File: config.mk
export PLATFORM = sky130hd
export DESIGN_NAME = iguana_hyper_cfg_seq
export DESIGN_NICKNAME = d
export VERILOG_FILES = /design/src/rtl/iguana_hyper_cfg_seq.sv
export SDC_FILE = /design/constraint.sdc
export NUM_CORES = 1
export LEC_CHECK = 0
export BUFFER_PORTS_ARGS = -buffer_cell sky130_fd_sc_hd__clkbuf_2
export CORE_AREA = 2 2 96 98
export CTS_CLUSTER_DIAMETER = 50
export DETAILED_ROUTE_END_ITERATION = 7
export DIE_AREA = 0 0 98 100
export HOLD_SLACK_MARGIN = 0.15
export PLACE_DENSITY = 0.72
export SLEW_MARGIN = 20
export SYNTH_ARGS = -nofsm -noshare
export SYNTH_HDL_FRONTEND = slang
export SYNTH_SLANG_ARGS = --single-unit
File: constraint.sdc
create_clock -name clk_i -period 2.1 [get_ports clk_i]
set_input_delay 0.21 -clock clk_i [delete_from_list [all_inputs] [get_ports clk_i]]
set_output_delay 0.21 -clock clk_i [all_outputs]
set_load 0.01 [all_outputs]
File: src/rtl/iguana_hyper_cfg_seq.sv
// Boot-time HyperBus config writer and status poller; gates SoC regbus until the PHY is ready.
// Latency: table writes issue back to back, polls are spaced by PollGap idle cycles; pass-through adds zero cycles.
// Backpressure: each request is held until hyp_rsp_ready_i; SoC requests stall (soc_rsp_ready_o=0) until DONE/FAIL.
module iguana_hyper_cfg_seq #(
    parameter int unsigned                NumCfg   = 4,
    parameter logic [NumCfg-1:0][11:0]    CfgOffs  = {12'hC, 12'h8, 12'h4, 12'h0},
    parameter logic [NumCfg-1:0][31:0]    CfgData  = {32'h0000_00A5, 32'h0000_1F00, 32'h8000_0003, 32'h0000_0011},
    parameter logic [47:0]                BaseAddr = 48'h0000_2000_2000,
    parameter logic [11:0]                PollOffs = 12'h010,
    parameter logic [31:0]                PollMask = 32'h0000_0001,
    parameter int unsigned                PollGap  = 16,
    parameter int unsigned                MaxPolls = 255
) (
    input  logic        clk_i,
    input  logic        rst_ni,
    input  logic        rerun_i,
    input  logic        soc_req_valid_i,
    input  logic        soc_req_write_i,
    input  logic [47:0] soc_req_addr_i,
    input  logic [31:0] soc_req_wdata_i,
    input  logic [3:0]  soc_req_wstrb_i,
    output logic        soc_rsp_ready_o,
    output logic [31:0] soc_rsp_rdata_o,
    output logic        soc_rsp_error_o,
    output logic        hyp_req_valid_o,
    output logic        hyp_req_write_o,
    output logic [47:0] hyp_req_addr_o,
    output logic [31:0] hyp_req_wdata_o,
    output logic [3:0]  hyp_req_wstrb_o,
    input  logic        hyp_rsp_ready_i,
    input  logic [31:0] hyp_rsp_rdata_i,
    input  logic        hyp_rsp_error_i,
    output logic        done_o,
    output logic        error_o
);

    localparam int unsigned IdxW = (NumCfg > 1) ? $clog2(NumCfg) : 1;
    localparam int unsigned GapW = (PollGap > 1) ? $clog2(PollGap) : 1;

    localparam logic [IdxW-1:0] LastIdx    = IdxW'(NumCfg - 1);
    localparam logic [GapW-1:0] GapLast    = GapW'(PollGap - 1);
    localparam logic [7:0]      MaxPollCnt = 8'(MaxPolls);
    localparam logic [47:0]     PollAddr   = BaseAddr + {36'd0, PollOffs};

    typedef enum logic [2:0] {
        ST_WRITE,
        ST_POLL,
        ST_GAP,
        ST_DONE,
        ST_FAIL
    } state_t;

    state_t          state;
    logic [IdxW-1:0] idx;
    logic [7:0]      pcnt;
    logic [GapW-1:0] gcnt;
    logic            rerun_pend;

    // Sequencer-owned request, registered so reset forces every request line low.
    logic        seq_vld;
    logic        seq_write;
    logic [47:0] seq_addr;
    logic [31:0] seq_wdata;
    logic [3:0]  seq_wstrb;
    logic        done_q;
    logic        error_q;

    logic [IdxW-1:0] idx_nxt;
    logic [7:0]      pcnt_nxt;
    logic            poll_ok;
    logic            pass;
    logic            rerun_go;

    function automatic logic [47:0] cfg_addr(input logic [IdxW-1:0] i);
        return BaseAddr + {36'd0, CfgOffs[i]};
    endfunction

    assign idx_nxt  = idx + 1'b1;
    assign pcnt_nxt = pcnt + 8'd1;
    assign poll_ok  = ((hyp_rsp_rdata_i & PollMask) == PollMask);
    assign pass     = (state == ST_DONE) || (state == ST_FAIL);
    // A rerun only starts in a cycle with no SoC request, so a pass-through transfer is never cut.
    assign rerun_go = (rerun_i || rerun_pend) && !soc_req_valid_i;

    // Sequencer FSM: table writes, status polling with idle gaps, then park in DONE/FAIL.
    always_ff @(posedge clk_i or negedge rst_ni) begin
        if (!rst_ni) begin
            state      <= ST_WRITE;
            idx        <= '0;
            pcnt       <= '0;
            gcnt       <= '0;
            rerun_pend <= 1'b0;
            seq_vld    <= 1'b0;
            seq_write  <= 1'b0;
            seq_addr   <= '0;
            seq_wdata  <= '0;
            seq_wstrb  <= '0;
            done_q     <= 1'b0;
            error_q    <= 1'b0;
        end else begin
            case (state)
                ST_WRITE: begin
                    rerun_pend <= 1'b0;
                    if (!seq_vld) begin
                        seq_vld   <= 1'b1;
                        seq_write <= 1'b1;
                        seq_addr  <= cfg_addr(idx);
                        seq_wdata <= CfgData[idx];
                        seq_wstrb <= 4'hF;
                    end else if (hyp_rsp_ready_i) begin
                        if (hyp_rsp_error_i) begin
                            state     <= ST_FAIL;
                            error_q   <= 1'b1;
                            seq_vld   <= 1'b0;
                            seq_write <= 1'b0;
                            seq_addr  <= '0;
                            seq_wdata <= '0;
                            seq_wstrb <= '0;
                        end else if (idx == LastIdx) begin
                            // Last write done: the first poll follows with valid kept high.
                            state     <= ST_POLL;
                            idx       <= '0;
                            seq_write <= 1'b0;
                            seq_addr  <= PollAddr;
                            seq_wdata <= '0;
                            seq_wstrb <= '0;
                        end else begin
                            idx       <= idx_nxt;
                            seq_addr  <= cfg_addr(idx_nxt);
                            seq_wdata <= CfgData[idx_nxt];
                        end
                    end
                end
                ST_POLL: begin
                    if (!seq_vld) begin
                        seq_vld   <= 1'b1;
                        seq_write <= 1'b0;
                        seq_addr  <= PollAddr;
                        seq_wdata <= '0;
                        seq_wstrb <= '0;
                    end else if (hyp_rsp_ready_i) begin
                        seq_vld  <= 1'b0;
                        seq_addr <= '0;
                        if (hyp_rsp_error_i) begin
                            state   <= ST_FAIL;
                            error_q <= 1'b1;
                        end else if (poll_ok) begin
                            state  <= ST_DONE;
                            done_q <= 1'b1;
                        end else begin
                            pcnt <= pcnt_nxt;
                            gcnt <= '0;
                            if (pcnt_nxt == MaxPollCnt) begin
                                state   <= ST_FAIL;
                                error_q <= 1'b1;
                            end else begin
                                state <= ST_GAP;
                            end
                        end
                    end
                end
                ST_GAP: begin
                    if (gcnt == GapLast) begin
                        state     <= ST_POLL;
                        seq_vld   <= 1'b1;
                        seq_write <= 1'b0;
                        seq_addr  <= PollAddr;
                        seq_wdata <= '0;
                        seq_wstrb <= '0;
                    end else begin
                        gcnt <= gcnt + 1'b1;
                    end
                end
                ST_DONE, ST_FAIL: begin
                    if (rerun_go) begin
                        state      <= ST_WRITE;
                        idx        <= '0;
                        pcnt       <= '0;
                        gcnt       <= '0;
                        rerun_pend <= 1'b0;
                        done_q     <= 1'b0;
                        error_q    <= 1'b0;
                    end else if (rerun_i) begin
                        rerun_pend <= 1'b1;
                    end
                end
                default: begin
                    state   <= ST_WRITE;
                    seq_vld <= 1'b0;
                end
            endcase
        end
    end

    // Once parked, the SoC owns the HyperBus regbus directly in both directions.
    assign hyp_req_valid_o = pass ? soc_req_valid_i : seq_vld;
    assign hyp_req_write_o = pass ? soc_req_write_i : seq_write;
    assign hyp_req_addr_o  = pass ? soc_req_addr_i  : seq_addr;
    assign hyp_req_wdata_o = pass ? soc_req_wdata_i : seq_wdata;
    assign hyp_req_wstrb_o = pass ? soc_req_wstrb_i : seq_wstrb;

    assign soc_rsp_ready_o = pass & hyp_rsp_ready_i;
    assign soc_rsp_rdata_o = pass ? hyp_rsp_rdata_i : 32'd0;
    assign soc_rsp_error_o = pass & hyp_rsp_error_i;

    assign done_o  = done_q;
    assign error_o = error_q;

endmodule

======== Yosys cells after proc, flatten, opt, wreduce, memory -nomap -nowiden ========
Cells that the tools add are included.
cells by class
  add/subtract/negate cells ............... 5
  multipliers ............................. 0
  div/mod/pow operators ................... 0
  magnitude comparators ................... 2
  eq/ne operators ......................... 27
  shifts and indexed selects .............. 0
  multiplexer cells ....................... 99
  bitwise operators ....................... 3
  reduce and logical (&&, ||, !) cells .... 22
operators by type and width
  kind                    count
  $mux 32                 10
  $mux 48                 6
  $pmux 48 s3             1
  $bmux 32 s2             2
  $pmux 32 s3             1
  $add 30x12->31 const A  2
  $mux 31                 2
  $mux 4                  13
  $bmux 12 s2             2
  $mux 8                  5
  $mux 3                  11
  $mux 1                  29
  $ne 2x2->1 const B      13
  $mux 12                 2
  $pmux 4 s3              2
  $ne 3x3->1 const B      6
  $pmux 8 s2              1
  $reduce_and 7->1        2
  $pmux 3 s4              1
  $reduce_and 6->1        2
  $mux 2                  5
  $reduce_and 5->1        2
  $reduce_and 9->1        1
  $reduce_bool 3->1       3
  other kinds (25)        34
word-level totals
  register bits ........................... 106
  latch bits .............................. 0
  RAM bits ................................ 0
  ROM bits ................................ 0
  bits of input ports ..................... 123
  logic and storage cells ................. 170
  memories kept ........................... 0

======== Longest topological paths before layout ========
  depth after elaboration ................. 9
  mapped depth ............................ 8
  depth with buffers taken out ............ 6

======== Worst setup path before layout ========
OpenSTA, ideal clock, no wires.
  path type ............................... flip-flop to output port
  start ................................... reg state[1]
  end ..................................... out soc_rsp_rdata_o[17]
  arrival ................................. 1.592 ns
  required time ........................... 1.890 ns
  slack ................................... 0.298 ns
  cell stages (with the launch flop) ...... 8
  cell sequence ........................... dfrtp_1 > buf_2 > nor3b_2 > or2_1 > clkbuf_1 > buf_2 > buf_2 > and2_1
on the way
  word-level cells in the longest chain between the ends .. 3
  elaborated cells on any way between the ends .. 4
  those cells by class .................... 2 x eq/ne; 1 x mux; 1 x reduce/logical
RTL lines
  item                                             line  text
  start: declaration                               53    state_t state;
  start signal: assignment                         88    state <= ST_WRITE;
  start signal: assignment                         112   state <= ST_FAIL;
  start signal: assignment                         121   state <= ST_POLL;
  $eq 3x2->1 / $eq 3x3->1 (equally long branches)  81    assign pass = (state == ST_DONE) || (state == ST_FAIL);
  $logic_or 1x1->1 (*)                             81
  $mux 32 (*)                                      203   assign soc_rsp_rdata_o = pass ? hyp_rsp_rdata_i : 32'd0;
  end: declaration                                 23    output logic [31:0] soc_rsp_rdata_o,
Every way passes the cells marked *; elsewhere a longest branch is shown, timed or not.

======== Final worst setup path ========
  start ................................... reg state[0]
  end ..................................... out hyp_req_wdata_o[10]
on the way
  word-level cells in the longest chain between the ends .. 3
  elaborated cells on any way between the ends .. 4
  those cells by class .................... 2 x eq/ne; 1 x mux; 1 x reduce/logical
RTL lines
  item                                             line  text
  $eq 3x2->1 / $eq 3x3->1 (equally long branches)  81
  $logic_or 1x1->1 (*)                             81
  $mux 32 (*)                                      199   assign hyp_req_wdata_o = pass ? soc_req_wdata_i : seq_wdata;
  end: declaration                                 28    output logic [31:0] hyp_req_wdata_o,
Marks and branches as above.

==> key figures <==
Outcome
  – Status: complete, no violations

Pwr
  – Total power: 5.64 mW
  – Worst VDD drop: 538 uV
  – Leak pwr: 2.55 nW
  – Power Density: 1280 nW/um^2

Critical path
  – CP Max Fanout: 39
  – CP Cell Sequence: and3b_1 -> or2_4 -> buf_12 -> a21o_1 -> clkbuf_2
  – Crit. End Element: primary output
  – Crit path largest cell delay: 0.47 ns
  – Delay-heaviest family, CP: simple AND/OR/NAND/NOR gates
  – Worst setup SP type: flop
  – Critical path's slowest cell: dfrtp_2
  – Reg-to-reg slack, setup: 0.21 ns
  – Crit path kind: reg -> out
  – CP arrival: 1.82 ns
  – CP required: 1.89 ns
  – Worst Path Buf+Inv: 2

Global route
  – GR peak layer: met2
  – Global-route wire length before repair: 16500 microns
  – Global routing usage on met3: 0.0376
  – Total GRT Usage: 0.208
  – Initial antenna violation count: 0
  – Met1 usage: 0.256
  – GR Util met2: 0.380
  – Grt ovf: 0
  – Vias in the first global route: 3360
  – Largest net degree at the start of global routing: 46

STA
  – Final Setup Violations: 0
  – Setup Skew: 0.00594 ns
  – Max Freq: 493 MHz
  – Slew margin rel.: 0.487
  – Final Max Tran Viols: 0
  – Crit share post-route: 0.965
  – Final Critical Period: 2.03 ns
  – Hold Worst Slack: 0.217 ns
  – Setup ws final: 0.0725 ns
  – Measured slew at the worst slew-check pin: 0.770 ns
  – Post-route setup TNS: 0 ns
  – Final hold vios: 0

Min path
  – Hold WC Path Type: in -> reg

Logic synthesis
  – EDFF count, synth: 0
  – Mean Syn Cell Area: 7.49 sq um
  – Mapped cell area: 2790 sq um
  – Top cell type's share of synthesized area: 0.278
  – Ys async rst share: 1.00
  – Post-Synthesis Cells: 372
  – Most common cell in the netlist: and2_1
  – Number of synthesized register bits: 31
  – Top cells by count, synth: and2_1, nand2_1, dfrtp_1
  – Post-synthesis sequential area ratio: 0.278
  – Yosys Warn Count: 0
  – Synth unique cells: 54
  – Synth Net Count: 505
  – Synth Flop Type: dfrtp_1
  – Area contributors post-synth: dfrtp_1, and2_1, nand2_1, ha_1, o21ai_0
  – Cell taking the most area after synthesis: dfrtp_1

Final layout
  – Share of cells above drive strength 1: 0.460
  – Antenna cells: 0
  – Layout area overhead: 58.6%
  – Core Util, Final: 0.497
  – # fillers: 888
  – Final instance area: 4420 sq um
  – NumNets Final: 758
  – Final non-filler cell total: 737

Floorplanning
  – Die Y-Extent: 100 microns
  – Initial core utilization: 0.313
  – # IOs: 245
  – Core box area: 8890 sq um
  – Die W: 98 microns
  – Row count: 35
  – Die area: 9800 sq um

Clock tree
  – CTS tree: built
  – TritonCTS sink count: 31
  – CTS root buf: clkbuf_8
  – H-tree depth: 2
  – Clk pin slew, worst setup/hold paths: 0.07 ns
  – Num CTS Buffers: 5
  – Clk buf depth: 2
  – Clock Latency Late Sink: 0.28 ns

Routing
  – WL final: 10900 microns
  – Drt wl/cell: 14.8 microns
  – Drt first pass iters: 4
  – Final ANT Viol Nets: 0
  – DRC: 0
  – DR vias: 3548
  – Starting DRT DRC Count: 203
  – Drt via density: 4.81

Place
  – DP HPWL: 8870 microns
  – DP Worst Slack: 0.134 ns
  – Placed Instances: 722
  – Placed cell areas: 4220 sq um
  – Routability cong.: 0.906
  – # port buffers: 244

Flow run
  – Max-cap violation count: 0
## flip-flops by register name (all words and copies together), names as in the netlist
name	cells
done_o	1
error_o	1
gcnt	4
idx	2
pcnt	8
rerun_pend	1
seq_addr	4
seq_vld	1
seq_wdata	5
seq_wstrb	1
state	3
## report_power, final
| group | internal [mW] | leakage (nW) | switching, mW |
|---|---|---|---|
| registers | 0.783 | 0.403 | 0.191 |
| clock network | 0.384 | 0.0612 | 0.228 |
| logic | 1.84 | 2.08 | 2.22 |
| total | 3.00 | 2.55 | 2.64 |
## worst paths after layout
kind,depth (start not counted),end,startpoint
setup reg to reg,6,state[0],state[0]
max in group asynchronous,2,state[1],rst_ni
hold / removal,3,rerun_pend,rerun_i
hold reg to reg,2,seq_addr[4],seq_addr[4]
setup / recovery,5,hyp_req_wdata_o[10],state[0]
min in group asynchronous,2,pcnt[1],rst_ni
## cells by family after synthesis
| family | after synthesis | synth area share |
|---|---|---|
| simple gates | 211 | 0.409 |
| xor+xnor | 5 | 0.0157 |
| buf+inv | 34 | 0.0530 |
| fa+ha+maj | 10 | 0.0449 |
| mux | 6 | 0.0233 |
| compound gates | 75 | 0.176 |
| flops | 31 | 0.278 |
## cells in the final DEF (no fill, tap or decap), types with 7 or more instances in the layout
cell type,count
dfrtp_1,29
a21o_1,10
buf_4,21
o21ai_0,22
clkbuf_2,244
nor2_1,18
inv_1,7
o31ai_1,9
nand2_1,59
and2_1,101
a21oi_1,11
ha_1,10
## layer usage
layer,share of wire,vias to the layer above,wire [microns]
li1,-,1750,-
met1,0.40,1621,4350
met2,0.52,163,5620
met3,0.069,14,755
met4,0.015,0,167
met5,0,-,0
## repair_timing
action | CTS | global route
pin swaps | 0 | 2
buffers inserted | 1 | 3
setup endpoints to repair | 118 | 47
hold buffers | 1 | 0
resized for setup | 2 | 1
cloned | 0 | 2
hold endpoints to repair | 31 | 0
## cell type report
cell class / count / area (sq um) / share of cell area
multi-input combinational: 308 / 1880 / 0.425
tap: 111 / 139 / 0.0314
timing repair buffer: 270 / 1470 / 0.333
inverter: 9 / 33.8 / 0.00764
clock buffer: 6 / 82.6 / 0.0187
clock inverter: 2 / 35.0 / 0.00793
sequential: 31 / 778 / 0.176
## worst register-to-register path: stages (launching register included)
cell      delay (ns)
dfrtp_2         0.47
nand2b_1        0.19
a311oi_1        0.34
buf_4           0.21
a211o_1         0.23
mux2i_1         0.25
nand3_1         0.08
Note: power is estimated with default switching activity, not from simulation.
